### src/rtl/seeg_cmd_sequencer.sv
// ---------------------------------------------------------------------------
// seeg_cmd_sequencer
//
// Command sequencer for the SEEG headstage SPI engine. On start it replays a
// programmable list of init register commands, then issues two pipeline-flush
// dummies, then loops CONVERT commands over the active channels (one frame per
// loop) until stopped. Commands leave on a valid/ready handshake.
//
// Ports:
//   S_AXI_ACLK     block clock
//   S_AXI_ARESETN  asynchronous active-low reset
//   start / stop   one-cycle control pulses (start ignored while busy,
//                  stop ignored while idle)
//   init_len       number of init entries to issue, latched on start
//   ch_count       channels per frame, latched on start (0 or >NUM_CH -> NUM_CH)
//   cfg_we/addr/wdata  init register file write port (honoured only when idle)
//   cmd_valid/cmd_ready/cmd_data  command handshake towards the SPI engine
//   frame_start    pulse the cycle after CONVERT(0) is accepted
//   busy           high whenever not idle
//   state_o        0 IDLE, 1 INIT, 2 FLUSH, 3 ACQ
//   frame_cnt      completed frames, wraps at 2^32
// ---------------------------------------------------------------------------
module seeg_cmd_sequencer #(
    parameter int          NUM_CH     = 32,
    parameter int          INIT_DEPTH = 16,
    parameter logic [15:0] FLUSH_CMD  = 16'hE800
) (
    input  logic                          S_AXI_ACLK,
    input  logic                          S_AXI_ARESETN,
    input  logic                          start,
    input  logic                          stop,
    input  logic [$clog2(INIT_DEPTH):0]   init_len,
    input  logic [6:0]                    ch_count,
    input  logic                          cfg_we,
    input  logic [$clog2(INIT_DEPTH)-1:0] cfg_addr,
    input  logic [15:0]                   cfg_wdata,
    output logic                          cmd_valid,
    input  logic                          cmd_ready,
    output logic [15:0]                   cmd_data,
    output logic                          frame_start,
    output logic                          busy,
    output logic [1:0]                    state_o,
    output logic [31:0]                   frame_cnt
);

    localparam int         AW       = $clog2(INIT_DEPTH);
    localparam logic [AW:0] DEPTH_W = (AW+1)'(INIT_DEPTH);
    localparam logic [6:0] NUM_CH_W = 7'(NUM_CH);

    typedef enum logic [1:0] {
        S_IDLE  = 2'd0,
        S_INIT  = 2'd1,
        S_FLUSH = 2'd2,
        S_ACQ   = 2'd3
    } state_t;

    state_t      state_q, state_d;
    logic [AW:0] idx_q, idx_d;      // init entry being presented
    logic [AW:0] len_q, len_d;      // latched, clamped init_len
    logic [6:0]  chc_q, chc_d;      // latched, clamped ch_count
    logic [5:0]  ch_q, ch_d;        // channel being presented in ACQ
    logic        flush_q, flush_d;  // 0: first dummy, 1: second dummy
    logic        stop_q, stop_d;    // stop seen, waiting for a safe exit point
    logic        frame_start_d;
    logic [31:0] frame_cnt_d;

    logic [15:0] init_mem [INIT_DEPTH];

    logic accept;
    logic stop_any;
    logic init_last;
    logic ch_last;

    assign accept    = cmd_valid && cmd_ready;
    assign stop_any  = stop || stop_q;   // a stop arriving with the accept counts too
    assign init_last = (idx_q == len_q - 1'b1);
    assign ch_last   = ({1'b0, ch_q} == chc_q - 7'd1);

    assign busy    = (state_q != S_IDLE);
    assign state_o = state_q;

    // NOTE: the register file has no reset; its contents survive reset and
    // are only defined once written.
    always_ff @(posedge S_AXI_ACLK) begin
        if (cfg_we && state_q == S_IDLE)
            init_mem[cfg_addr] <= cfg_wdata;
    end

    // NOTE: every sequential element uses non-blocking assignments so all
    // registers update from the same pre-edge values.
    always_ff @(posedge S_AXI_ACLK or negedge S_AXI_ARESETN) begin
        if (!S_AXI_ARESETN) begin
            state_q     <= S_IDLE;
            idx_q       <= '0;
            len_q       <= '0;
            chc_q       <= '0;
            ch_q        <= '0;
            flush_q     <= 1'b0;
            stop_q      <= 1'b0;
            frame_start <= 1'b0;
            frame_cnt   <= '0;
        end else begin
            state_q     <= state_d;
            idx_q       <= idx_d;
            len_q       <= len_d;
            chc_q       <= chc_d;
            ch_q        <= ch_d;
            flush_q     <= flush_d;
            stop_q      <= stop_d;
            frame_start <= frame_start_d;
            frame_cnt   <= frame_cnt_d;
        end
    end

    // cmd_valid/cmd_data are decoded from registered state, so they stay
    // stable while stalled and drop immediately on reset.
    always_comb begin
        // NOTE: every output of this block gets a default first so no path
        // leaves a variable unassigned (which would infer a latch).
        state_d       = state_q;
        idx_d         = idx_q;
        len_d         = len_q;
        chc_d         = chc_q;
        ch_d          = ch_q;
        flush_d       = flush_q;
        stop_d        = stop_q;
        frame_start_d = 1'b0;
        frame_cnt_d   = frame_cnt;
        cmd_valid     = 1'b0;
        cmd_data      = 16'h0000;

        case (state_q)
            S_IDLE: begin
                if (start) begin
                    len_d   = (init_len > DEPTH_W) ? DEPTH_W : init_len;
                    chc_d   = (ch_count == 7'd0 || ch_count > NUM_CH_W) ? NUM_CH_W : ch_count;
                    idx_d   = '0;
                    ch_d    = '0;
                    flush_d = 1'b0;
                    stop_d  = 1'b0;
                    state_d = (init_len == '0) ? S_FLUSH : S_INIT;
                end
            end

            S_INIT: begin
                cmd_valid = 1'b1;
                cmd_data  = init_mem[idx_q[AW-1:0]];
                if (stop) stop_d = 1'b1;
                if (accept) begin
                    if (stop_any) begin
                        state_d = S_IDLE;
                        stop_d  = 1'b0;
                    end else if (init_last) begin
                        state_d = S_FLUSH;
                        flush_d = 1'b0;
                    end else begin
                        idx_d = idx_q + 1'b1;
                    end
                end
            end

            S_FLUSH: begin
                cmd_valid = 1'b1;
                cmd_data  = FLUSH_CMD;
                if (stop) stop_d = 1'b1;
                if (accept) begin
                    if (stop_any) begin
                        state_d = S_IDLE;
                        stop_d  = 1'b0;
                    end else if (flush_q) begin
                        state_d = S_ACQ;
                        ch_d    = '0;
                    end else begin
                        flush_d = 1'b1;
                    end
                end
            end

            S_ACQ: begin
                cmd_valid = 1'b1;
                cmd_data  = {2'b00, ch_q, 8'h00};
                if (stop) stop_d = 1'b1;
                if (accept) begin
                    if (ch_q == 6'd0) frame_start_d = 1'b1;
                    if (ch_last) begin
                        // A stop only takes effect at a frame boundary.
                        frame_cnt_d = frame_cnt + 32'd1;
                        ch_d        = '0;
                        if (stop_any) begin
                            state_d = S_IDLE;
                            stop_d  = 1'b0;
                        end
                    end else begin
                        ch_d = ch_q + 6'd1;
                    end
                end
            end

            default: state_d = S_IDLE;
        endcase
    end

endmodule

### config.mk
export PLATFORM = sky130hd
export DESIGN_NAME = seeg_cmd_sequencer
export DESIGN_NICKNAME = d
export VERILOG_FILES = /design/src/rtl/seeg_cmd_sequencer.sv
export SDC_FILE = /design/constraint.sdc
export NUM_CORES = 1
export LEC_CHECK = 0
export ABC_AREA = 1
export BUFFER_PORTS_ARGS = -buffer_cell sky130_fd_sc_hd__buf_4
export CORE_MARGIN = 5
export CORE_UTILIZATION = 50
export DETAILED_ROUTE_END_ITERATION = 10
export PLACE_DENSITY = 0.69
export SLEW_MARGIN = 10
export SYNTH_ARGS = -nofsm -noshare
export SYNTH_HDL_FRONTEND = slang
export SYNTH_SLANG_ARGS = --single-unit
export TNS_END_PERCENT = 5
### constraint.sdc
create_clock -name S_AXI_ACLK -period 3.5 [get_ports S_AXI_ACLK]
set_input_delay 0.7 -clock S_AXI_ACLK [delete_from_list [all_inputs] [get_ports S_AXI_ACLK]]
set_output_delay 0.7 -clock S_AXI_ACLK [all_outputs]
set_load 0.01 [all_outputs]
==> flow_summary.ini, run 1 <==
[status]
status = finished clean

[power]
power.density_mw_per_mm2 = 641.3
vdd.ir_drop.worst_v = 0.0004447
p_leak_nw = 6.082
finalPower_mw = 10.55

[floorplan]
ioPinCount = 91
coreArea_mm2 = 0.02778
die-area_mm2 = 0.03157
die_x_um = 177.7
dieHeight_um = 177.7
rows = 61
initial_core_util_pct = 50.60

[sta]
hold_viol = 0
setup_violations = 0
rsz0062_at_grt = false
slew_viol_final = 0
period_share_pct = 95.27
fin_worst_skew_ns = 0.01627
setup-tns-final_ns = 0
slew_headroom_pct = 48.29
tightest_slew_ns = 0.7756
finalCriticalPeriod_ns = 3.334
max_freq_ghz = 0.2999

[route]
drc = 0
wl_um = 33920
wl_per_cell_um = 18.36
drt.antenna.violating_nets = 0
drtPass1Iterations = 6
drt_iter0_drc = 918
vias = 10170
viasPerCell = 5.504

[final_layout]
drive_gt1_share_pct = 13.82
multi_input_comb_area_mm2 = 0.004302
nets = 1494
n_antenna_cell = 0
seq_area_mm2 = 0.009194
area_delta_synth_final_pct = 17.02
final_core_utilization_pct = 59.21
mostFrequentLayoutCell = edfxtp_1
layout_common_cells = edfxtp_1, nand2_1, nor2_1, o21ai_0, buf_4
nFillCells = 2284
final_area_mm2 = 0.01645

[clocking]
cts_setup_buffers = 0
numCtsBuffers = 35
path_clk_slew_ns = 0.06
ctsResizeCount = 0
ctsHoldBuffers = 0
clock-sinks = 316
h-tree-depth = 2
cts_root_buf = clkbuf_16
cts_tree = built
clockBufferDepth = 3
clock_latency_ns = 0.52

[worst_setup_path]
r2r_end = init_mem[3][15]$_DFFE_PP_
worst-path-stages = 9
rr_startpoint = state_o[0]$_DFFE_PN0P_
worst_path_largest_cell_delay_ns = 0.49
r2r_setup_slack_ns = 0.90
path_delay_family = buffers and inverters
r2r_cells = 7
worstSetupStartpointType = register
crit_start = idx_q[1]$_DFFE_PN0P_
worstPathArrival_ns = 2.63
crit_required_ns = 2.80
endpoint = cmd_data[2]
cp-end-kind = output port
path_buf_inv = 3
path_class = reg -> out
cp_cell_sequence = buf_4, buf_4, o21ai_0, o22ai_1, nand2_1, nand2_1, nand2_1, a31oi_1, buf_4
cp_slowest_cell = buf_4
worstPathMaxFanout = 59

[logic_synthesis]
synth_top_family_by_area = simple AND/OR/NAND/NOR gates
async_flop_share_pct = 18.99
synthCells = 1339
synthMuxAreaShare_pct = 0
synth_edf_count = 256
synthAdderAreaFrac_pct = 1.157
yosys.area_share.simple_pct = 16.43
ys.flop_type = edfxtp_1
syn_area_per_cell_um2 = 10.50
yosysWarningCount = 0
synth_cell_type_count = 34
synth.ff_latch_count = 316
syn_area_mm2 = 0.01406
synth_xor_area_share_pct = 2.181
synth_nets = 1390
synth_compound_area_share_pct = 10.60
ys_seq_area_share_pct = 65.37

[place]
hpwl_um = 21440
numPortBuffers = 90
place_area_mm2 = 0.01526
gp_congestion = 0.9081

[global_routing]
grt_pass1_wl_um = 53380
grt_max_degree = 90
track_usage_pct = 21.47
grt_remaining_overflow = 0
antenna_found_initial = 0
grt_pass1_vias = 9729

[flow_run]
drv_cap = 0

[hold_path]
hp-class = in -> async
==> routing by layer <==
metal | track usage [%] | wire [µm] | vias to the layer above
met5 | 0 | 0 | -
li1 | - | - | 4874
met4 | 5.962 | 882 | 0
met2 | 35.10 | 16060 | 400
met1 | 30.43 | 14450 | 4827
met3 | 2.983 | 2517 | 65
==> worst reg2reg max path, stage by stage, from the launching register on <==
cell,delay [ns]
dfrtp_1,0.49
inv_1,0.16
ha_1,0.24
nand2_1,0.20
inv_1,0.15
nand2_1,0.13
nor2_2,0.59
buf_4,0.34
==> cells in the mapped netlist, types with 5 or more instances <==
cell | number | area share [%]
o21ai_0 | 164 | 5.8
nor2_1 | 229 | 6.1
nand4_1 | 12 | 0.53
xor2_1 | 21 | 1.3
o211ai_1 | 20 | 1.1
inv_1 | 81 | 2.2
buf_4 | 5 | 0.27
nor3_1 | 20 | 0.71
nand2_1 | 228 | 6.1
nand3b_1 | 5 | 0.27
xnor2_1 | 14 | 0.87
dfrtp_1 | 60 | 11
buf_2 | 17 | 0.61
a21oi_1 | 8 | 0.28
clkbuf_1 | 32 | 0.85
ha_1 | 13 | 1.2
a31oi_1 | 8 | 0.36
edfxtp_1 | 256 | 55
o22ai_1 | 36 | 1.6
o21ai_1 | 20 | 0.71
nand3_1 | 58 | 2.1
o221ai_1 | 10 | 0.62
==> power by group <==
part / switching (mW) / internal (mW) / total (mW)
Clock: 1.47 / 2.25 / 3.72
Sequential: 0.145 / 4.22 / 4.36
Combinational: 1.65 / 0.815 / 2.47
==> through the flow <==
stage          setup WS [ns]  hold WS [ns]  instances
2_1_floorplan          1.271        0.4044       1339
3_3_place_gp          0.7279        0.4707       1784
3_5_place_dp          0.7305        0.4707       1784
4_1_cts               0.1685        0.2763       1847
5_1_grt             0.001791        0.3286       1847
6_report              0.1656        0.2731       1847
==> state kept, by name (all words and copies together) (netlist names) <==
name and count:
ch_q 6, chc_q 7, flush_q 1, frame_cnt 32, frame_start 1, idx_q 5, init_mem 256, len_q 5
state_o 2, stop_q 1
==> logic make-up after synthesis <==
logic type | Yosys count
flip-flops | 316
XOR/XNOR | 35
AND/OR/NAND/NOR | 564
AO/OA/AOI/OAI | 268
adder cells (fa/ha/maj) | 13
buffers and inverters | 143
==> worst min path at each step <==
stage / slack (ns) / start / cells past startpoint / end
floorplan: 0.40 / S_AXI_ARESETN / 0 / ch_q[0]$_DFFE_PN0P_
global placement: 0.47 / stop_q$_DFFE_PN0N_ / 2 / stop_q$_DFFE_PN0N_
detailed placement: 0.47 / stop_q$_DFFE_PN0N_ / 2 / stop_q$_DFFE_PN0N_
CTS: 0.28 / S_AXI_ARESETN / 1 / flush_q$_DFFE_PN0P_
global route: 0.33 / S_AXI_ARESETN / 1 / idx_q[0]$_DFFE_PN0P_
finish: 0.27 / S_AXI_ARESETN / 1 / stop_q$_DFFE_PN0N_
==> area by class of cell <==
| class | instances | share of cell area [%] |
|---|---|---|
| inverters | 86 | 1.970 |
| repair buffers | 124 | 5.887 |
| clock inverters | 18 | 1.673 |
| flip-flops and latches | 316 | 55.89 |
| multi-input cells | 880 | 26.15 |
| clock buffers | 45 | 5.553 |
| well taps | 378 | 2.875 |
Note: power is estimated with default switching activity, not from simulation.
==> inputs of run 2 (changes only) <==
--- a/config.mk
+++ b/config.mk
@@ -11,6 +11,7 @@
 export CORE_UTILIZATION = 50
 export DETAILED_ROUTE_END_ITERATION = 10
 export PLACE_DENSITY = 0.69
+export RECOVER_POWER = 50
 export SLEW_MARGIN = 10
 export SYNTH_ARGS = -nofsm -noshare
 export SYNTH_HDL_FRONTEND = slang
==> flow_summary.ini, run 2 (synthesized netlist as in run 1, its figures left out) <==
[status]
status = complete, but fails checks
violations = capacitance limit, slew limit

[sta]
setup_violations = 0
hold_viol = 0
slew_viol_final = 61
period_share_pct = 95.63
finalCriticalPeriod_ns = 3.347
timing.hold.ws_ns = 0.4293
max_freq_ghz = 0.2988
tightest_slew_ns = 1.544
slew_headroom_pct = -2.951
rsz0062_at_grt = false
setup-tns-final_ns = 0
fin_worst_skew_ns = 0.01513

[route]
vias = 10230
wl_per_cell_um = 18.40
drtPass1Iterations = 5
viasPerCell = 5.540
drt_iter0_drc = 919
drt.antenna.violating_nets = 0
drc = 0
wl_um = 33980

[worst_setup_path]
cp_slowest_cell = buf_4
crit_required_ns = 2.80
r2r_end = init_mem[3][10]$_DFFE_PP_
worst_path_largest_cell_delay_ns = 0.48
worstPathMaxFanout = 59
path_delay_family = buffers and inverters
path_buf_inv = 3
r2r_cells = 7
cp-end-kind = output port
cp_cell_sequence = buf_4, buf_4, o21ai_0, o221ai_1, nand3_1, a31oi_1, buf_4
rr_startpoint = state_o[0]$_DFFE_PN0P_
path_class = reg -> out
worstSetupStartpointType = register
cp_common_cell = buf_4
worstPathArrival_ns = 2.65
r2r_setup_slack_ns = 0.90

[floorplan]
initial_core_util_pct = 50.60
coreArea_mm2 = 0.02778
ioPinCount = 91
dieHeight_um = 177.7
rows = 61
die-area_mm2 = 0.03157
die_x_um = 177.7

[final_layout]
final_core_utilization_pct = 58.80
mostFrequentLayoutCell = edfxtp_1
reg.largest.list = init_mem: 256 flops, frame_cnt: 32 flops, chc_q: 7 flops
drive_gt1_share_pct = 11.71
largest-register = init_mem
nets = 1494
layout_common_cells = edfxtp_1, nand2_1, nor2_1, o21ai_0, buf_4
area_delta_synth_final_pct = 16.20
largest_reg_flops = 256
n_antenna_cell = 0
nFillCells = 2317

[power]
power.density_mw_per_mm2 = 645.7
vdd.ir_drop.worst_v = 0.0004465
p_leak_nw = 5.965

[clocking]
ctsResizeCount = 0
path_clk_slew_ns = 0.06
cts_tree = built
numCtsBuffers = 35
clockBufferDepth = 3
h-tree-depth = 2
ctsHoldBuffers = 0
cts_root_buf = clkbuf_16
clock-sinks = 316
cts_setup_buffers = 0
clock_latency_ns = 0.53

[hold_path]
hold-path-cell-count = 3
min_from = ch_count[0]
whs_endpoint = chc_q[0]$_DFFE_PN0P_
hp-class = in -> reg

[global_routing]
track_usage_pct = 21.47
grt_remaining_overflow = 0
grt_max_degree = 90
antenna_found_initial = 0
grt_pass1_vias = 9729
grt_pass1_wl_um = 53380

[place]
gp_congestion = 0.9081
numPortBuffers = 90
hpwl_um = 21440

[flow_run]
drv_cap = 1
## run 2: how the worst max path moves through the flow
stage                               startpoint            to  cells after the start
after floorplan           idx_q[0]$_DFFE_PN0P_   cmd_data[0]                      9
after global placement    idx_q[1]$_DFFE_PN0P_   cmd_data[2]                      9
after detailed placement  idx_q[1]$_DFFE_PN0P_   cmd_data[5]                      7
after CTS                 idx_q[1]$_DFFE_PN0P_   cmd_data[5]                      7
after global routing      idx_q[0]$_DFFE_PN0P_  cmd_data[12]                     10
final                     idx_q[1]$_DFFE_PN0P_   cmd_data[5]                      7
## run 2: power breakdown
group / switching, mW / leakage, nW / internal, mW / total, mW
logic: 1.66 / 2.27 / 0.805 / 2.46
clock network: 1.47 / 0.576 / 2.25 / 3.72
registers: 0.144 / 3.12 / 4.22 / 4.37
## run 2: worst min-delay path: stages
cell and delay, ns:
buf_4 0.09, nand3_1 0.06, o21ai_0 0.06
## run 2: layout make-up
cell class | instances | area [µm²] | area share (%)
Tap cell | 378 | 473.0 | 2.895
Timing Repair Buffer | 124 | 853.3 | 5.224
Sequential cell | 316 | 9194 | 56.29
Clock inverter | 18 | 275.3 | 1.685
Clock buffer | 45 | 913.4 | 5.592
Multi-Input combinational cell | 880 | 4302 | 26.33
Inverter | 86 | 324.1 | 1.984
## run 2: routing by layer
| layer | wire [µm] | up-vias | track usage [%] |
|---|---|---|---|
| met5 | 0 | - | 0 |
| met4 | 808 | 0 | 5.962 |
| met3 | 2509 | 62 | 2.983 |
| met2 | 16180 | 406 | 35.10 |
| met1 | 14490 | 4878 | 30.43 |
| li1 | - | 4887 | - |
## run 2: stage by stage
stage	setup slack (ns)	power, mW	instance area (µm²)	std cells
2_1_floorplan	1.271	6.064	14060	1339
3_3_place_gp	0.7279	6.822	15260	1784
3_5_place_dp	0.7305	6.881	15260	1784
4_1_cts	0.1685	10.61	16450	1847
5_1_grt	0.001791	11.10	16330	1847
6_report	0.1529	10.55	16330	1847
